[config.mk]
export PLATFORM = sky130hd
export DESIGN_NAME = mem_store_unit
export DESIGN_NICKNAME = d
export VERILOG_FILES = /design/src/rtl/mem_store_unit.sv
export SDC_FILE = /design/constraint.sdc
export NUM_CORES = 1
export LEC_CHECK = 0
export CORE_MARGIN = 3
export CORE_UTILIZATION = 30
export CTS_BUF_LIST = sky130_fd_sc_hd__clkbuf_4 sky130_fd_sc_hd__clkbuf_8
export DETAILED_ROUTE_END_ITERATION = 10
export DONT_BUFFER_PORTS = 1
export PLACE_DENSITY = 0.51
export RECOVER_POWER = 50
export SLEW_MARGIN = 20
export SYNTH_ARGS = -nofsm -noshare
export SYNTH_HDL_FRONTEND = slang
export SYNTH_SLANG_ARGS = --single-unit
[constraint.sdc]
create_clock -name clk -period 5.3 [get_ports clk]
set_input_delay 0 -clock clk [delete_from_list [all_inputs] [get_ports clk]]
set_output_delay 0 -clock clk [all_outputs]
set_load 0.1 [all_outputs]
[src/rtl/mem_store_unit.sv]
`default_nettype none
// ============================================================================
// Module   : mem_store_unit
// Purpose  : Store path of the load/store unit. Accepts byte/half/word store
//            requests, checks natural alignment, lane-aligns data and byte
//            strobes, and queues the result in a small FIFO store buffer that
//            drains to memory one write per mem_wack. A combinational
//            word-address compare against ld_addr reports load/store hazards.
// Ports    : clk, rst                   clock, async active-high reset
//            st_valid/st_ready          store request handshake
//            st_op/st_addr/st_data      store opcode, byte address, raw data
//            st_misalign                one-cycle pulse, misaligned store dropped
//            mem_wen/mem_waddr/
//            mem_wdata/mem_wstrb        head-of-buffer write request
//            mem_wack                   memory accepted current write
//            ld_addr/ld_hazard          in-flight load address / overlap flag
//            st_empty                   buffer holds no pending stores
// Revision : 1.0 - initial release
// ============================================================================
module mem_store_unit #(
    parameter int DEPTH        = 2,
    parameter int CPU_WIDTH    = 32,
    parameter int MEM_OP_WIDTH = 4,
    parameter logic [MEM_OP_WIDTH-1:0] MEM_SB = 4'h8,
    parameter logic [MEM_OP_WIDTH-1:0] MEM_SH = 4'h9,
    parameter logic [MEM_OP_WIDTH-1:0] MEM_SW = 4'hA
) (
    input  logic                    clk,
    input  logic                    rst,
    input  logic                    st_valid,
    output logic                    st_ready,
    input  logic [MEM_OP_WIDTH-1:0] st_op,
    input  logic [CPU_WIDTH-1:0]    st_addr,
    input  logic [CPU_WIDTH-1:0]    st_data,
    output logic                    st_misalign,
    output logic                    mem_wen,
    output logic [CPU_WIDTH-1:0]    mem_waddr,
    output logic [CPU_WIDTH-1:0]    mem_wdata,
    output logic [3:0]              mem_wstrb,
    input  logic                    mem_wack,
    input  logic [CPU_WIDTH-1:0]    ld_addr,
    output logic                    ld_hazard,
    output logic                    st_empty
);

    localparam int c_AW = $clog2(DEPTH);

    // Pointers carry one extra wrap bit so full and empty are distinguishable.
    logic [c_AW:0]          r_wr_ptr;
    logic [c_AW:0]          r_rd_ptr;
    logic [c_AW:0]          w_count;
    logic [c_AW-1:0]        w_wr_idx;
    logic [c_AW-1:0]        w_rd_idx;
    logic                   w_full;
    logic                   w_empty;
    logic                   w_accept;
    logic                   w_push;
    logic                   w_pop;
    logic                   r_misalign;

    logic                   w_op_known;
    logic                   w_misalign;
    logic [3:0]             w_strb;
    logic [CPU_WIDTH-1:0]   w_data;
    logic [CPU_WIDTH-1:0]   w_addr_al;

    logic [CPU_WIDTH-1:0]   r_addr_q [DEPTH];
    logic [CPU_WIDTH-1:0]   r_data_q [DEPTH];
    logic [3:0]             r_strb_q [DEPTH];

    logic [DEPTH-1:0]       w_hit;

    assign w_wr_idx = r_wr_ptr[c_AW-1:0];
    assign w_rd_idx = r_rd_ptr[c_AW-1:0];
    assign w_count  = r_wr_ptr - r_rd_ptr;
    assign w_empty  = (r_wr_ptr == r_rd_ptr);
    assign w_full   = (r_wr_ptr[c_AW] != r_rd_ptr[c_AW]) && (w_wr_idx == w_rd_idx);

    // Ready depends only on the current fill level: a pop in the same cycle
    // does not open a slot until the following cycle.
    assign st_ready = !w_full;
    assign w_accept = st_valid && !w_full;
    assign w_push   = w_accept && w_op_known && !w_misalign;
    assign w_pop    = mem_wack && !w_empty;

    assign w_addr_al = {st_addr[CPU_WIDTH-1:2], 2'b00};

    // Opcode decode, alignment check and lane placement.
    always_comb begin
        w_op_known = 1'b1;
        w_misalign = 1'b0;
        w_strb     = 4'b0000;
        w_data     = '0;
        case (st_op)
            MEM_SB: begin
                w_strb = 4'b0001 << st_addr[1:0];
                w_data = {4{st_data[7:0]}};
            end
            MEM_SH: begin
                w_misalign = st_addr[0];
                w_strb     = st_addr[1] ? 4'b1100 : 4'b0011;
                w_data     = {2{st_data[15:0]}};
            end
            MEM_SW: begin
                w_misalign = |st_addr[1:0];
                w_strb     = 4'b1111;
                w_data     = st_data;
            end
            default: begin
                // Unknown opcodes complete the handshake and are discarded.
                w_op_known = 1'b0;
            end
        endcase
    end

    always_ff @(posedge clk or posedge rst) begin
        if (rst) begin
            r_wr_ptr   <= '0;
            r_rd_ptr   <= '0;
            r_misalign <= 1'b0;
        end else begin
            if (w_push) begin
                r_wr_ptr <= r_wr_ptr + 1'b1;
            end
            if (w_pop) begin
                r_rd_ptr <= r_rd_ptr + 1'b1;
            end
            r_misalign <= w_accept && w_op_known && w_misalign;
        end
    end

    // Entry storage needs no reset: every read of it is qualified by the
    // pointer state, which is reset.
    always_ff @(posedge clk) begin
        if (w_push) begin
            r_addr_q[w_wr_idx] <= w_addr_al;
            r_data_q[w_wr_idx] <= w_data;
            r_strb_q[w_wr_idx] <= w_strb;
        end
    end

    // An entry is live when its distance from the read index is below the
    // fill count; only live entries take part in the hazard compare.
    for (genvar gi = 0; gi < DEPTH; gi++) begin : g_hit
        logic [c_AW-1:0] w_off;
        assign w_off     = c_AW'(gi) - w_rd_idx;
        assign w_hit[gi] = ({1'b0, w_off} < w_count) &&
                           (r_addr_q[gi][CPU_WIDTH-1:2] == ld_addr[CPU_WIDTH-1:2]);
    end

    assign ld_hazard   = |w_hit;
    assign st_misalign = r_misalign;
    assign st_empty    = w_empty;
    assign mem_wen     = !w_empty;
    assign mem_waddr   = w_empty ? '0 : r_addr_q[w_rd_idx];
    assign mem_wdata   = w_empty ? '0 : r_data_q[w_rd_idx];
    assign mem_wstrb   = w_empty ? 4'b0000 : r_strb_q[w_rd_idx];

endmodule
`default_nettype wire

==> results.ini <==
[sta]
worst_slew_pin_slew_ns = 1.39
rsz0062_at_grt = false
fin_setup_tns_ns = 0
finalMaxSlewViolations = 0
fmax_mhz = 225
final.period_utilization_pct = 83.7
max_slew_margin_pct = 7.27
setup_violations = 0
finalHoldViolCount = 0
finalCriticalPeriod_ns = 4.44
finClkSkew_ns = 0.0112

[drt]
via_per_inst = 4.76
dr.pass1.iters = 4
wl_per_cell_um = 19.7
vias = 4165
drt_iter0_markers = 271
drc = 0
totalWireLength_um = 17200
ant_nets = 0

[clocking]
insertion_delay_ns = 0.43
cts_tree = built
cts-root-buf = clkbuf_8
cts_buffer_depth = 2
cts_buffers = 17
htree_levels = 4
cts_setup_buffers = 0
cts.sinks = 137
clkSlewWorstSetupHoldPaths_ns = 0.09

[logic_synthesis]
netlist_area_sq_um = 6660
ys_types = 39
ys_seq_area_share_pct = 61.4
synthCells = 517
ys_ff_latch = 137
avgSynthCellArea_sq_um = 12.9
synth_warnings = 0

[grt]
grt_usage_pct = 14.1
grt_overflow_total = 0
grt_start_max_net_pins = 40
grt_pass1_vias = 4404
antenna_found_initial = 0
grt_pass1_wl_um = 25700

[layout]
antenna_cells = 0
fin_nets = 694
multiInputGateArea_sq_um = 2480
fillers = 2058
areaGrowthSynthToFinish_pct = 21.8
finalInstanceArea_sq_um = 8110
seqCellArea_sq_um = 4090
post_route_cells_drive_above_1_share_pct = 18.5

[place]
dpl_cell_area_sq_um = 7030
portBuffers = 0
dp_hpwl_um = 12100
place.gp.congestion = 0.833

[setup_path]
start_kind = flop
cp_max_fo = 35
arrival_ns = 4.44
cp-end-kind = output port
critical_path_class = reg2out
worstPathRequired_ns = 5.30

[floorplan]
die_area_sq_um = 24000
die_h_um = 155
ios = 177
fp.coreArea_sq_um = 21400
start_util_pct = 31.1
die_width_um = 155
rows = 53

[outcome]
outcome = finished clean

[run]
maxCapViolCount = 0

[min_path]
hp-class = in2reg

[per-stage QoR]
stage	utilization, %	setup WS (ns)	hold slack (ns)	std cells
4_1_cts	38.0	1.21	0.00171	875
3_5_place_dp	32.8	1.73	-0.203	770
2_1_floorplan	-	0.475	-0.221	518
6_report	37.8	0.862	0.0417	875
3_3_place_gp	32.8	1.76	-0.207	770
5_1_grt	37.8	0.658	0.00213	875
[flip-flops by register name, summed over array words and instances (netlist names)]
register     count
r_data_q        64
st_misalign      1
r_addr_q        60
r_strb_q         8
r_wr_ptr         2
r_rd_ptr         2
[worst paths after layout]
kind	start	endpoint	cells past startpoint	slack, ns
hold reg to reg	r_rd_ptr[1]$_DFFE_PP0P_	r_rd_ptr[1]$_DFFE_PP0P_	1	0.53
hold / removal	st_data[28]	r_data_q[0][28]$_DFFE_PP_	4	0.04
min in group asynchronous	rst	st_misalign$_DFF_PP0_	3	0.43
max in group asynchronous	rst	r_rd_ptr[0]$_DFFE_PP0P_	3	4.66
setup reg to reg	r_rd_ptr[0]$_DFFE_PP0P_	r_addr_q[1][27]$_DFFE_PP_	6	0.97
setup / recovery	r_rd_ptr[0]$_DFFE_PP0P_	mem_waddr[23]	5	0.86
[cell usage after synthesis, drive strengths merged]
cell,instances,area (sq um)
nor4,11,68.8
buf,26,175
and3,1,11.3
nand2,4,20.0
nor2b,12,75.1
and2b,1,7.51
a21oi,43,226
clkbuf,3,12.5
nand4,7,43.8
xnor2,24,218
ha,3,37.5
xor2,41,359
nand2b,3,21.3
o2111ai,1,8.76
nor3,1,5.00
nand3,2,15.0
o21ai,2,10.0
and2,8,50.1
o21a,2,15.0
edfxtp,132,3960
a21o,1,7.51
dfrtp,5,125
inv,7,26.3
conb,1,3.75
nor2,110,488
mux2i,66,661
[critical path, stage by stage, from the launching register on]
cell,delay [ns]
dfrtp_4,0.80
ha_1,0.36
nand2_1,0.78
inv_4,0.60
buf_4,0.49
nor2_2,0.91
[area by class of cell]
| type | count | share of cell area [%] |
|---|---|---|
| clock buffer | 17 | 2.89 |
| sequential | 137 | 50.5 |
| tap | 275 | 4.25 |
| clock inverter | 15 | 1.65 |
| inverter | 7 | 0.355 |
| timing repair buffer | 79 | 9.73 |
| multi-input combinational | 345 | 30.6 |
[layer usage]
metal  track usage [%]  vias up  part of all wire [%]
met2              23.0      167                    48
met5                 0        -                     0
met3              5.09       16                   7.7
met1              17.8     2014                    42
met4              4.12        0                   1.5
li1                  -     1968                     -
[layout by cell type, fill, tap and decap left out, types with 4 or more instances in the layout]
cell           count
xnor2_1           23
edfxtp_1         132
a21oi_1           43
nor4_1            11
inv_8              4
nor2_2            56
mux2i_1           66
nor2b_1           11
inv_1              6
nor2_1            43
dlygate4sd3_1     73
inv_6              4
dfrtp_1            4
xor2_1            41
buf_4              5
and2_0             6
nor2_4            11
nand4_1            7
clkbuf_8          17
[cell families (layout without fill, tap and decap cells)]
logic type | after synthesis | in the layout | share of synthesized area (%)
XOR/XNOR | 65 | 65 | 8.67
buffers and inverters | 36 | 118 | 3.21
multiplexers | 66 | 66 | 9.93
other | 1 | 2 | 0.0563
AO/OA/AOI/OAI | 49 | 49 | 4.02
AND/OR/NAND/NOR | 160 | 160 | 12.1
flip-flops | 137 | 137 | 61.4
adder cells (fa/ha/maj) | 3 | 3 | 0.564
[repair_timing]
| action | CTS | global route |
|---|---|---|
| hold endpoints to repair | 142 | 0 |
| hold buffers | 73 | 0 |
| setup endpoints to repair | 0 | 0 |
| resized for setup | 0 | 0 |
Power is left out: the tool's default activity adds up to more than one toggle a clock period on the data nets, which glitch-free logic cannot reach.
